===== src/rtl/seg_scan.sv =====
// -----------------------------------------------------------------------------
// seg_scan
//
// Drives a common-anode 4-digit 7-segment display from the four BCD digits of
// the cascaded counter chain. Once per frame (the last clock of slot 3), the
// four digits and their decimal-point enables are copied into shadow
// registers. The display therefore never shows a half-rippled carry from the
// counter chain. The shadow digits are then scanned one slot at a time.
//
// Each slot lasts SCAN_DIV clocks. The first BLANK_CYC clocks of a slot keep
// every digit dark, so the previous digit's segments are not seen on the next
// digit (anti-ghosting).
//
// Parameters:
//   SCAN_DIV   clocks per digit slot (>= 2)
//   BLANK_CYC  dark clocks at the start of each slot (0 <= BLANK_CYC < SCAN_DIV)
//
// Ports:
//   clk         system clock
//   reset       synchronous, active-high reset
//   seg0_dig    least-significant BCD digit
//   seg1_dig    BCD digit 1
//   seg2_dig    BCD digit 2
//   seg3_dig    most-significant BCD digit
//   dp_en       decimal-point enable per digit (bit i = digit i)
//   blank_lz    1 = suppress leading zeros (used live, not snapshotted)
//   dig_sel     active-low digit enables (bit i = digit i)
//   seg_out     active-low segments {dp,g,f,e,d,c,b,a}
//   frame_tick  one-clock pulse when the shadow registers load
// -----------------------------------------------------------------------------
module seg_scan #(
    parameter int SCAN_DIV  = 50000,
    parameter int BLANK_CYC = 500
) (
    input  logic       clk,
    input  logic       reset,
    input  logic [3:0] seg0_dig,
    input  logic [3:0] seg1_dig,
    input  logic [3:0] seg2_dig,
    input  logic [3:0] seg3_dig,
    input  logic [3:0] dp_en,
    input  logic       blank_lz,
    output logic [3:0] dig_sel,
    output logic [7:0] seg_out,
    output logic       frame_tick
);

    localparam int CNT_W = $clog2(SCAN_DIV);
    localparam logic [CNT_W-1:0] CNT_LAST  = CNT_W'(SCAN_DIV - 1);
    localparam logic [CNT_W-1:0] BLANK_LIM = CNT_W'(BLANK_CYC);

    // Active-high {g,f,e,d,c,b,a}. Codes 10-15 are not BCD, so they show a
    // dash. This tells the viewer that the counter chain produced an invalid
    // digit.
    function automatic logic [6:0] decode7(input logic [3:0] code);
        logic [6:0] segs;
        case (code)
            4'd0:    segs = 7'h3F;
            4'd1:    segs = 7'h06;
            4'd2:    segs = 7'h5B;
            4'd3:    segs = 7'h4F;
            4'd4:    segs = 7'h66;
            4'd5:    segs = 7'h6D;
            4'd6:    segs = 7'h7D;
            4'd7:    segs = 7'h07;
            4'd8:    segs = 7'h7F;
            4'd9:    segs = 7'h6F;
            default: segs = 7'h40;
        endcase
        return segs;
    endfunction

    logic [CNT_W-1:0] cnt_reg;
    logic [1:0]       slot_reg;
    logic [3:0]       sh_reg [4];
    logic [3:0]       dp_sh_reg;
    logic [3:0]       dig_sel_reg;
    logic [7:0]       seg_out_reg;
    logic             frame_tick_reg;

    logic [3:0]       dig_in [4];
    logic [7:0]       seg_code [4];
    logic [3:0]       blank;
    logic             slot_end;
    logic             frame_boundary;
    logic [3:0]       dig_sel_next;
    logic [7:0]       seg_out_next;

    assign dig_in[0] = seg0_dig;
    assign dig_in[1] = seg1_dig;
    assign dig_in[2] = seg2_dig;
    assign dig_in[3] = seg3_dig;

    assign slot_end       = (cnt_reg == CNT_LAST);
    assign frame_boundary = slot_end && (slot_reg == 2'd3);

    // Prescaler and slot counter.
    always_ff @(posedge clk) begin
        if (reset) begin
            cnt_reg  <= '0;
            slot_reg <= 2'd0;
        end else if (slot_end) begin
            cnt_reg  <= '0;
            slot_reg <= slot_reg + 2'd1;
        end else begin
            cnt_reg  <= cnt_reg + 1'b1;
        end
    end

    // Frame snapshot. This is the only point where the display accepts new
    // digit and decimal-point values.
    always_ff @(posedge clk) begin
        if (reset) begin
            for (int i = 0; i < 4; i++) begin
                sh_reg[i] <= 4'd0;
            end
            dp_sh_reg <= 4'd0;
        end else if (frame_boundary) begin
            for (int i = 0; i < 4; i++) begin
                sh_reg[i] <= dig_in[i];
            end
            dp_sh_reg <= dp_en;
        end
    end

    // Active-high segment pattern per digit, including its decimal point.
    generate
        for (genvar gi = 0; gi < 4; gi++) begin : gen_code
            assign seg_code[gi] = {dp_sh_reg[gi], decode7(sh_reg[gi])};
        end
    endgenerate

    // Leading-zero suppression works from the most significant digit downward.
    // Digit 0 always shows, so a value of zero still displays "0".
    assign blank[3] = blank_lz && (sh_reg[3] == 4'd0);
    assign blank[2] = blank[3] && (sh_reg[2] == 4'd0);
    assign blank[1] = blank[2] && (sh_reg[1] == 4'd0);
    assign blank[0] = 1'b0;

    // A blanked digit is fully dark, including its decimal point.
    always_comb begin
        dig_sel_next = 4'hF;
        seg_out_next = 8'hFF;
        if ((cnt_reg >= BLANK_LIM) && !blank[slot_reg]) begin
            dig_sel_next = ~(4'b0001 << slot_reg);
            seg_out_next = ~seg_code[slot_reg];
        end
    end

    // Pin drivers are registered so the board sees glitch-free outputs.
    always_ff @(posedge clk) begin
        if (reset) begin
            dig_sel_reg    <= 4'hF;
            seg_out_reg    <= 8'hFF;
            frame_tick_reg <= 1'b0;
        end else begin
            dig_sel_reg    <= dig_sel_next;
            seg_out_reg    <= seg_out_next;
            frame_tick_reg <= frame_boundary;
        end
    end

    assign dig_sel    = dig_sel_reg;
    assign seg_out    = seg_out_reg;
    assign frame_tick = frame_tick_reg;

endmodule

===== config.mk =====
export PLATFORM = sky130hd
export DESIGN_NAME = seg_scan
export DESIGN_NICKNAME = d
export VERILOG_FILES = /design/src/rtl/seg_scan.sv
export SDC_FILE = /design/constraint.sdc
export NUM_CORES = 1
export LEC_CHECK = 0
export ABC_AREA = 1
export BUFFER_PORTS_ARGS = -buffer_cell sky130_fd_sc_hd__buf_2
export CORE_MARGIN = 1.5
export CORE_UTILIZATION = 50
export DETAILED_ROUTE_END_ITERATION = 16
export PLACE_DENSITY = 0.82
export REMOVE_ABC_BUFFERS = 1
export SLEW_MARGIN = 25
export SYNTH_ARGS = -nofsm -noshare
export SYNTH_HDL_FRONTEND = slang
export SYNTH_SLANG_ARGS = --single-unit
export TNS_END_PERCENT = 5

===== constraint.sdc =====
create_clock -name clk -period 4.95 [get_ports clk]
set_input_delay 0.495 -clock clk [delete_from_list [all_inputs] [get_ports clk]]
set_output_delay 0.495 -clock clk [all_outputs]
set_load 0.1 [all_outputs]

==> results.json <==
{
  "cap_violations": 0,
  "firstDrtPassIters": 5,
  "fin_setup_tns_ns": 0,
  "worstPathRequired_ns": 4.90,
  "fin_ws_ns": 2.71,
  "utilization_pct": 57.4,
  "r2r_slack_ns": 2.71,
  "viasPerCell": 4.97,
  "clk_path_buf_depth": 2,
  "fillers": 561,
  "crit_type": "flip-flop to flip-flop",
  "endpoint_kind": "flip-flop",
  "cp_slowest_cell": "dfxtp_1",
  "ys_seq_elements": 51,
  "grt_max_degree": 19,
  "clock-skew-final_ns": 0.00921,
  "ctsResizeCount": 0,
  "cpLargestDelayFamily": "simple AND/OR/NAND/NOR gates",
  "total_power_mw": 0.777,
  "overflow": 0,
  "syn_avg_cell_area_um2": 7.11,
  "start_util_pct": 52.2,
  "rsz0062_at_grt": "false",
  "rows": 28,
  "netlist_area_um2": 3110,
  "drc": 0,
  "die_area_um2": 6700,
  "critPathBufInv": 0,
  "coreArea_um2": 5960,
  "yosysWarnings": 0,
  "io_pins": 36,
  "io_buffers": 35,
  "diodes": 0,
  "post-route-period-util_pct": 45.3,
  "fin_crit_ns": 2.24,
  "powerDensity_nw_per_um2": 227,
  "numCtsBuffers": 5,
  "arrival_ns": 2.19,
  "post_cts_buffers": 0,
  "ant_nets": 0,
  "holdPathEnd": "slot_reg[0]",
  "tritoncts": "yes",
  "place_ws_ns": 2.65,
  "cp_max_fo": 18,
  "die_width_um": 81.8,
  "r2r-end": "sh_reg[0][10]",
  "seq_area_frac_synth_pct": 38.0,
  "final_design_area_no_fill_um2": 3420,
  "path_common_cell": "nand2_1",
  "drv_slew": 0,
  "final_cell_mix": "nand2_1 (129), inv_1 (67), nor2_1 (51)",
  "fmax_mhz": 446,
  "insertion_delay_ns": 0.31,
  "gp_congestion": 0.892,
  "power.leakage_nw": 1.58,
  "nNetsFinal": 519,
  "hold_class": "primary input to flip-flop",
  "hp-start": "reset",
  "ys_types": 28,
  "synth.area.top_cells": "dfxtp_1 (23%), nand2_1 (16%), edfxtp_1 (15%)",
  "ir_drop_v": 0.000139,
  "grt.total_usage_pct": 19.5,
  "max_stage_delay_ns": 0.70,
  "cts_root_buf": "clkbuf_8",
  "start_kind": "flip-flop",
  "hold_depth": 2,
  "routedWlPerCell_um": 11.0,
  "grt_pass1_wl_mm": 10.2,
  "outcome": "complete, no violations",
  "initialDrtViolationCount": 232,
  "hpwl_mm": 4.53,
  "r2r_cells": 3,
  "drive_above_1_share_pct": 13.2,
  "setup_viol": 0,
  "place_area_um2": 3320,
  "antenna_found_initial": 0,
  "relSlewSlack_pct": 54.2,
  "path_cells": "ha_1 > nand2_1 > nand2_1",
  "synth_top_area_share_pct": 22.6,
  "fp.dieH_um": 81.8,
  "wl_mm": 5.99,
  "clock-sinks": 51,
  "postCtsHoldBufs": 0,
  "synth_top_area_cell": "dfxtp_1",
  "vias": 2716,
  "first_global_vias": 2419,
  "h-tree-depth": 2,
  "timing.rr.start": "slot_reg[0]",
  "syn_inst": 437,
  "layout_commonest_cell": "nand2_1",
  "area_growth_pct": 9.95,
  "worst_slew_pin_slew_ns": 0.686,
  "hold_violations": 0,
  "clk_pin_slew_ns": 0.10
}
[area by class of cell]
| type | count | area [um2] | share of cell area (%) |
|---|---|---|---|
| multi-input cells | 308 | 1610 | 47.1 |
| flip-flops and latches | 51 | 1180 | 34.6 |
| inverters | 69 | 259 | 7.58 |
| repair buffers | 35 | 175 | 5.13 |
| well taps | 75 | 93.8 | 2.75 |
| clock buffers | 6 | 82.6 | 2.42 |
| clock inverters | 2 | 15.0 | 0.440 |
[Yosys cell counts]
library cell and number:
nand2_1 129, buf_4 1, dfxtp_1 35, nand3_1 48
nand2_2 2, nand3_4 1, xnor2_1 1, nand2_4 1
nand3_2 1, buf_6 2, clkinv_1 1, buf_2 4
a21oi_1 11, edfxtp_1 16, inv_1 67, nor3_1 1
nor2_4 3, nor2_2 9, nand4_1 9, xor2_1 4
nor2_1 51, o211ai_1 3, clkbuf_1 2, nand3b_1 1
ha_1 26, inv_2 1, or2_2 1, o21ai_0 6
[worst max-delay path by stage]
stage	end	slack, ns	start	depth (start not counted)
after floorplan	sh_reg[0][0]	3.03	cnt_reg[0]	7
after global placement	sh_reg[0][8]	2.80	slot_reg[0]	3
after detailed placement	sh_reg[0][9]	2.65	cnt_reg[0]	7
after CTS	sh_reg[0][10]	2.64	cnt_reg[0]	7
after global routing	sh_reg[0][15]	2.48	cnt_reg[0]	7
final	sh_reg[0][10]	2.71	slot_reg[0]	3
[worst reg2reg max path, delay by kind of cell (launching register included)]
family | cells | cell delay (ns)
adders and majority gates | 1 | 0.44
DFF | 1 | 0.70
and+or+nand+nor | 2 | 0.73
[metal layers]
metal	GRT usage (%)	vias to the layer above	part of all wire (%)
met5	0	-	0
met1	26.3	1192	47
met4	7.63	0	1.9
met3	3.00	9	6.5
li1	-	1420	-
met2	31.3	95	45
[where the power goes]
part | total, mW | internal [mW] | leakage (nW) | switching, mW
registers | 0.449 | 0.439 | 0.435 | 0.00947
clock network | 0.259 | 0.115 | 0.0517 | 0.145
logic | 0.0689 | 0.0253 | 1.10 | 0.0436
[cells by family after synthesis]
kind of cell	after synthesis	share of synthesized area [%]
compound gates	20	3.46
fa+ha+maj	26	10.5
buf+inv	78	10.2
flops	51	38.0
simple gates	257	36.4
xor+xnor	5	1.41
[stage by stage]
step,hold WS (ns),cells
2_1_floorplan,0.445,428
3_3_place_gp,0.466,538
3_5_place_dp,0.463,538
4_1_cts,0.371,546
5_1_grt,0.375,546
6_report,0.389,546
(Power assumes the default switching activity.)
